==> config.mk <==
export PLATFORM = sky130hd
export DESIGN_NAME = stopwatch_lap_mem_flat
export DESIGN_NICKNAME = d
export VERILOG_FILES = /design/src/rtl/stopwatch_lap_mem_if.sv /design/src/rtl/stopwatch_lap_mem.sv /design/src/flat_wrapper.sv
export SDC_FILE = /design/constraint.sdc
export NUM_CORES = 1
export LEC_CHECK = 0
export CAP_MARGIN = 20
export CORE_MARGIN = 1.5
export CORE_UTILIZATION = 30
export CTS_BUF_LIST = sky130_fd_sc_hd__clkbuf_16
export DETAILED_ROUTE_END_ITERATION = 16
export PLACE_DENSITY = 0.44
export SLEW_MARGIN = 20
export SYNTH_ARGS = -nofsm -noshare
export SYNTH_HDL_FRONTEND = slang
export SYNTH_SLANG_ARGS = --single-unit
==> constraint.sdc <==
create_clock -name clk -period 3.3 [get_ports clk]
set_input_delay 0.99 -clock clk [delete_from_list [all_inputs] [get_ports clk]]
set_output_delay 0.99 -clock clk [all_outputs]
set_load 0.05 [all_outputs]
==> src/rtl/stopwatch_lap_mem_if.sv <==
// Control, status and lap-readout signals between the stopwatch and the
// button/display logic.
interface stopwatch_lap_mem_if #(
  parameter int CNT_W     = 16,
  parameter int LAP_DEPTH = 8
);
  localparam int ADDR_W = $clog2(LAP_DEPTH);

  logic              start;
  logic              pause;
  logic              clear;
  logic              lap;
  logic              rd_en;
  logic [ADDR_W-1:0] rd_addr;
  logic              tick;
  logic [CNT_W-1:0]  count;
  logic [1:0]        state;
  logic [ADDR_W:0]   lap_count;
  logic              lap_full;
  logic [CNT_W-1:0]  rd_data;
  logic              rd_valid;

  modport master (
    output start, pause, clear, lap, rd_en, rd_addr,
    input  tick, count, state, lap_count, lap_full, rd_data, rd_valid
  );

  modport slave (
    input  start, pause, clear, lap, rd_en, rd_addr,
    output tick, count, state, lap_count, lap_full, rd_data, rd_valid
  );
endinterface

==> src/rtl/stopwatch_lap_mem.sv <==
// Stopwatch with prescaled unit counter, run/pause/idle FSM and lap memory.
// Define LAP_WRAP_EN to make the lap memory a ring buffer (oldest lap overwritten).
module stopwatch_lap_mem #(
  parameter  int CLK_DIV   = 50000000,
  parameter  int CNT_W     = 16,
  parameter  int LAP_DEPTH = 8,
  localparam int ADDR_W    = $clog2(LAP_DEPTH)
) (
  input  logic                clk,
  input  logic                rst,
  stopwatch_lap_mem_if.slave  bus
);

  typedef enum logic [1:0] {
    IDLE   = 2'b00,
    RUN    = 2'b01,
    PAUSED = 2'b10
  } state_t;

  localparam int                   PRESC_W   = $clog2(CLK_DIV);
  localparam logic [PRESC_W-1:0]   PRESC_MAX = PRESC_W'(CLK_DIV - 1);
  localparam logic [ADDR_W:0]      DEPTH     = (ADDR_W + 1)'(LAP_DEPTH);

  state_t             state_q, state_d;
  logic [PRESC_W-1:0] presc_q, presc_d;
  logic [CNT_W-1:0]   count_q, count_d;
  logic               tick_q, tick_d;
  logic [ADDR_W-1:0]  wr_ptr_q, wr_ptr_d;
  logic [ADDR_W:0]    lap_count_q, lap_count_d;
  logic               lap_we;
  logic               full;

  logic [CNT_W-1:0]   mem [LAP_DEPTH];
  logic [ADDR_W-1:0]  rd_base;
  logic [ADDR_W-1:0]  rd_idx;
  logic               rd_hit;
  logic [CNT_W-1:0]   rd_data_q;
  logic               rd_valid_q;

  assign full = (lap_count_q == DEPTH);

  always_ff @(posedge clk or negedge rst) begin
    if (!rst) begin
      state_q     <= IDLE;
      presc_q     <= '0;
      count_q     <= '0;
      tick_q      <= 1'b0;
      wr_ptr_q    <= '0;
      lap_count_q <= '0;
    end else begin
      state_q     <= state_d;
      presc_q     <= presc_d;
      count_q     <= count_d;
      tick_q      <= tick_d;
      wr_ptr_q    <= wr_ptr_d;
      lap_count_q <= lap_count_d;
    end
  end

  // clear overrides everything; a lap captures count_q before any tick update.
  always_comb begin
    state_d     = state_q;
    presc_d     = presc_q;
    count_d     = count_q;
    tick_d      = 1'b0;
    wr_ptr_d    = wr_ptr_q;
    lap_count_d = lap_count_q;
    lap_we      = 1'b0;

    if (bus.clear) begin
      state_d     = IDLE;
      presc_d     = '0;
      count_d     = '0;
      wr_ptr_d    = '0;
      lap_count_d = '0;
    end else begin
      if (bus.lap && (state_q != IDLE)) begin
`ifdef LAP_WRAP_EN
        lap_we   = 1'b1;
        wr_ptr_d = wr_ptr_q + 1'b1;
        if (!full) begin
          lap_count_d = lap_count_q + 1'b1;
        end
`else
        if (!full) begin
          lap_we      = 1'b1;
          wr_ptr_d    = wr_ptr_q + 1'b1;
          lap_count_d = lap_count_q + 1'b1;
        end
`endif
      end

      unique case (state_q)
        IDLE: begin
          if (bus.start && !bus.pause) begin
            state_d = RUN;
            presc_d = '0;
            count_d = '0;
          end
        end
        RUN: begin
          if (!bus.start) begin
            state_d = IDLE;
          end else if (bus.pause) begin
            state_d = PAUSED;
          end else if (presc_q == PRESC_MAX) begin
            presc_d = '0;
            count_d = count_q + 1'b1;
            tick_d  = 1'b1;
          end else begin
            presc_d = presc_q + 1'b1;
          end
        end
        PAUSED: begin
          if (!bus.start) begin
            state_d = IDLE;
          end else if (!bus.pause) begin
            state_d = RUN;
          end
        end
        default: state_d = IDLE;
      endcase
    end
  end

  always_ff @(posedge clk) begin
    if (lap_we) begin
      mem[wr_ptr_q] <= count_q;
    end
  end

  // Once the ring is full the write pointer sits on the oldest entry.
`ifdef LAP_WRAP_EN
  assign rd_base = full ? wr_ptr_q : '0;
`else
  assign rd_base = '0;
`endif
  assign rd_idx = rd_base + bus.rd_addr;
  assign rd_hit = ({1'b0, bus.rd_addr} < lap_count_q);

  always_ff @(posedge clk or negedge rst) begin
    if (!rst) begin
      rd_data_q  <= '0;
      rd_valid_q <= 1'b0;
    end else begin
      rd_valid_q <= bus.rd_en;
      if (bus.rd_en) begin
        rd_data_q <= rd_hit ? mem[rd_idx] : '0;
      end
    end
  end

  assign bus.tick      = tick_q;
  assign bus.count     = count_q;
  assign bus.state     = state_q;
  assign bus.lap_count = lap_count_q;
  assign bus.lap_full  = full;
  assign bus.rd_data   = rd_data_q;
  assign bus.rd_valid  = rd_valid_q;

endmodule

==> src/flat_wrapper.sv <==
// flat-port wrapper written by rule: the top's interface ports become plain ports
module stopwatch_lap_mem_flat 
#(
  parameter  int CLK_DIV   = 50000000,
  parameter  int CNT_W     = 16,
  parameter  int LAP_DEPTH = 8,
  localparam int ADDR_W    = $clog2(LAP_DEPTH)
)
  (clk, rst, bus_start, bus_pause, bus_clear, bus_lap, bus_rd_en, bus_rd_addr, bus_tick, bus_count, bus_state, bus_lap_count, bus_lap_full, bus_rd_data, bus_rd_valid);
  stopwatch_lap_mem_if #(.CNT_W(CNT_W), .LAP_DEPTH(LAP_DEPTH)) bus_i ();
  input  logic clk;
  input  logic rst;
  input wire logic [$bits(bus_i.start)-1:0] bus_start;
  input wire logic [$bits(bus_i.pause)-1:0] bus_pause;
  input wire logic [$bits(bus_i.clear)-1:0] bus_clear;
  input wire logic [$bits(bus_i.lap)-1:0] bus_lap;
  input wire logic [$bits(bus_i.rd_en)-1:0] bus_rd_en;
  input wire logic [$bits(bus_i.rd_addr)-1:0] bus_rd_addr;
  output wire logic [$bits(bus_i.tick)-1:0] bus_tick;
  output wire logic [$bits(bus_i.count)-1:0] bus_count;
  output wire logic [$bits(bus_i.state)-1:0] bus_state;
  output wire logic [$bits(bus_i.lap_count)-1:0] bus_lap_count;
  output wire logic [$bits(bus_i.lap_full)-1:0] bus_lap_full;
  output wire logic [$bits(bus_i.rd_data)-1:0] bus_rd_data;
  output wire logic [$bits(bus_i.rd_valid)-1:0] bus_rd_valid;
  assign bus_i.start = bus_start;
  assign bus_i.pause = bus_pause;
  assign bus_i.clear = bus_clear;
  assign bus_i.lap = bus_lap;
  assign bus_i.rd_en = bus_rd_en;
  assign bus_i.rd_addr = bus_rd_addr;
  assign bus_tick = bus_i.tick;
  assign bus_count = bus_i.count;
  assign bus_state = bus_i.state;
  assign bus_lap_count = bus_i.lap_count;
  assign bus_lap_full = bus_i.lap_full;
  assign bus_rd_data = bus_i.rd_data;
  assign bus_rd_valid = bus_i.rd_valid;
  stopwatch_lap_mem #(.CLK_DIV(CLK_DIV), .CNT_W(CNT_W), .LAP_DEPTH(LAP_DEPTH)) u_core (.clk(clk), .rst(rst), .bus(bus_i));
endmodule
==> summary.md <==
| Metric | Value |
|---|---|
| Status | finished clean |
| CTS buffer count | 17 |
| Initial antenna violation count | 0 |
| Synth area leaders | edfxtp_1, dfrtp_1, mux4_2 |
| Tot Pwr | 4.85 mW |
| Largest net degree at the start of global routing | 70 |
| Worst Slack Setup Final | 0.110 ns |
| MaxCap Viol Count | 0 |
| Drt first pass iters | 5 |
| Placed cell areas | 9410 um^2 |
| Count of final hold-check violations | 0 |
| Setup_tns | 0 ns |
| Syn Area/Cell | around 15 um^2 |
| Leakage | 3.90 nW |
| Layout area overhead | 21.6% |
| Routed vias/inst | 4.94 |
| Pre-CTS setup slack | between 0.03 and 0.04 ns |
| Most common flop cell mapped by yosys | edfxtp_1 |
| Critical Path Max Stage Delay | 0.82 ns |
| CTS tree | yes |
| # fillers | around 2500 |
| CP Capture Type | output port |
| Post-Route WL | 19.5 mm |
| Worst Hold Class | input pin to async pin |
| CTS Hold Bufs | 0 |
| Routed via count | 4870 |
| Gate count after technology mapping | 550 |
| Clk root buf | clkbuf_16 |
| Post-synth ARST share | between 30% and 40% |
| Initial core utilization | 30.5% |
| Final period util | between 90% and 100% |
| Setup Fix Bufs, Post-CTS | 0 |
| First-pass GRT wire length | 31.1 mm |
| Layout cells sized above 1 | about 17% |
| Post-synth top area share | 46.7% |
| Pwr/cell area | 485 nW/um^2 |
| Relative slew slack | 51.6% |
| Routability Congestion | 0.764 |
| CP Launch Type | flop |
| GRT Util Overall | 14.6% |
| Row Count | 60 |
| Residual DRC | 0 |
| Post-synth top area cell | edfxtp_1 |
| Top achievable clock speed | around 310 MHz |
| RSZ-0062 raised after global routing | no |
| Max Transition Viols Final | 0 |
| Final instance area | 10000 um^2 |
| Peak VDD IR | 261 uV |
| Clock skew | 0.0108 ns |
| CP max stage cell | clkdlybuf4s50_1 |
| H-tree levels | 4 |
| Syn_nets | 567 |
| Worst-case clock buffer depth | 2 |
| Full die area | 28400 um^2 |
| Period minus WS final | 3.19 ns |
| Number of global-route vias before repair | 5155 |
| Routed Antenna Nets | 0 |
| Die W | roughly 170 um |
| Netlist Area Pre-Place | 8230 um^2 |
| Clock slew at reported path FFs | ~0.080 ns |
| Req. time, crit path | 2.31 ns |
| Port buffer count | 50 |
| Final Util | a little under two fifths |
| Critical Path AT | roughly 2.2 ns |
| CP cell instances | inv_1 -> ha_1 -> and3b_1 -> clkdlybuf4s50_1 |
| Synth top cells by count | edfxtp_1, dfrtp_1, nor2_1 |
| WL per Instance | ~20 um |
| Most frequent cell after synthesis | edfxtp_1 |
| Sequential area share after synthesis | 67.7% |
| I/O Pins | slightly above 50 |
| Critical path class | flop to output port |
| NumNets Final | about 650 |
| Placed wire-length estimate | 12.2 mm |
| CTS Sinks | 197 |
| Slew at the pin closest to its max-slew limit | between 0.7 and 0.8 ns |
| Synth unique cells | 50 |
| Post-CTS Resized | 0 |
| Later-pin clock latency in the skew report | 0.43 ns |
| CP max FO | 4 |
| FF-to-FF path depth | 8 |
| Die Y | roughly 170 um |
| # setup viols final | 0 |
| Core area | 27000 um^2 |
| Number of synthesized flops with an enable pin | between 100 and 150 |
| Iteration-0 DRC Markers | 329 |
| Synthesis Warnings | 0 |
| Synthesized flop and latch total | 197 |
| Total grt overflow | 0 |
| Ant. Diodes | 0 |
## cell usage in the layout, fill, tap and decap left out, drive strengths merged, types with 5 or more instances in the layout
cell | Yosys | routed
buf | 9 | 39
or3 | 7 | 7
inv | 24 | 32
edfxtp | 128 | 128
dfrtp | 69 | 69
a21oi | 7 | 7
nand3 | 20 | 20
clkbuf | 16 | 17
o21ai | 16 | 16
o22ai | 16 | 16
mux4 | 32 | 32
xor2 | 20 | 20
nor3 | 9 | 9
and3 | 13 | 13
nor4 | 7 | 7
xnor2 | 5 | 5
nand2 | 22 | 22
nor2 | 42 | 42
nand4 | 19 | 19
clkdlybuf4s50 | 0 | 48
ha | 7 | 7
mux2i | 18 | 18
## worst paths after layout
check,start,to,slack (ns)
hold reg to reg,u_core.bus.rd_data[10]$_DFFE_PN0P_,u_core.bus.rd_data[10]$_DFFE_PN0P_,0.53
hold / removal,rst,u_core.bus.rd_valid$_DFF_PN0_,0.44
setup / recovery,u_core.bus.lap_count[1]$_DFFE_PN0P_,bus_lap_full,0.11
min in group clk,u_core.bus.rd_data[10]$_DFFE_PN0P_,u_core.bus.rd_data[10]$_DFFE_PN0P_,0.53
max in group asynchronous,rst,u_core.presc_q[13]$_DFFE_PN0P_,2.26
setup reg to reg,u_core.presc_q[0]$_DFFE_PN0P_,u_core.bus.count[4]$_DFFE_PN0P_,0.71
## per-layer routing
layer	GRT usage (%)	vias up	share of wire [%]
met5	0	-	0
met4	3.07	0	0.63
met3	2.74	7	2.7
met2	24.9	68	51
met1	19.6	2522	46
li1	-	2273	-
## critical path: cells and delay by family (launching register included)
family,cells,cell delay [ns]
flops,1,0.42
simple gates,1,0.23
buf+inv,2,0.97
fa+ha+maj,1,0.16
## report_power, final
group / total [mW] / internal, mW / switching, mW
Clock: 2.01 / 1.00 / 1.00
Sequential: 2.62 / 2.61 / 0.00760
Combinational: 0.225 / 0.0866 / 0.139
## sequential cells by signal (all words and copies together) (netlist names)
signal                flops
u_core.wr_ptr_q           3
u_core.bus.count         16
u_core.bus.lap_count      4
u_core.bus.tick           1
u_core.mem              128
u_core.bus.rd_data       16
u_core.presc_q           26
u_core.bus.state          2
u_core.bus.rd_valid       1
## metrics by stage
stage | hold WS (ns) | std cells
after floorplan | 0.497 | 550
after global placement | 0.516 | 952
after detailed placement | 0.521 | 952
after CTS | 0.533 | 984
after global routing | 0.430 | 985
final | 0.436 | 985
## cell families (layout without fill, tap and decap cells)
family | count (synthesis) | after routing | synth area share, %
simple gates | 161 | 161 | 10.4
buf+inv | 49 | 143 | 2.39
compound gates | 61 | 61 | 4.87
xor+xnor | 25 | 25 | 2.66
mux | 50 | 50 | 11.0
fa+ha+maj | 7 | 7 | 1.06
flops | 197 | 197 | 67.7
## area by class of cell
class                           instances  area, um^2  area share [%]
Inverter                               24        90.1           0.901
Tap cell                              341         427            4.27
Multi-Input combinational cell        304        2470            24.7
Clock inverter                         15         143            1.43
Clock buffer                           17         425            4.25
Timing Repair Buffer                   87         878            8.78
Sequential cell                       197        5570            55.7
Power figures use the tool's default switching activity.
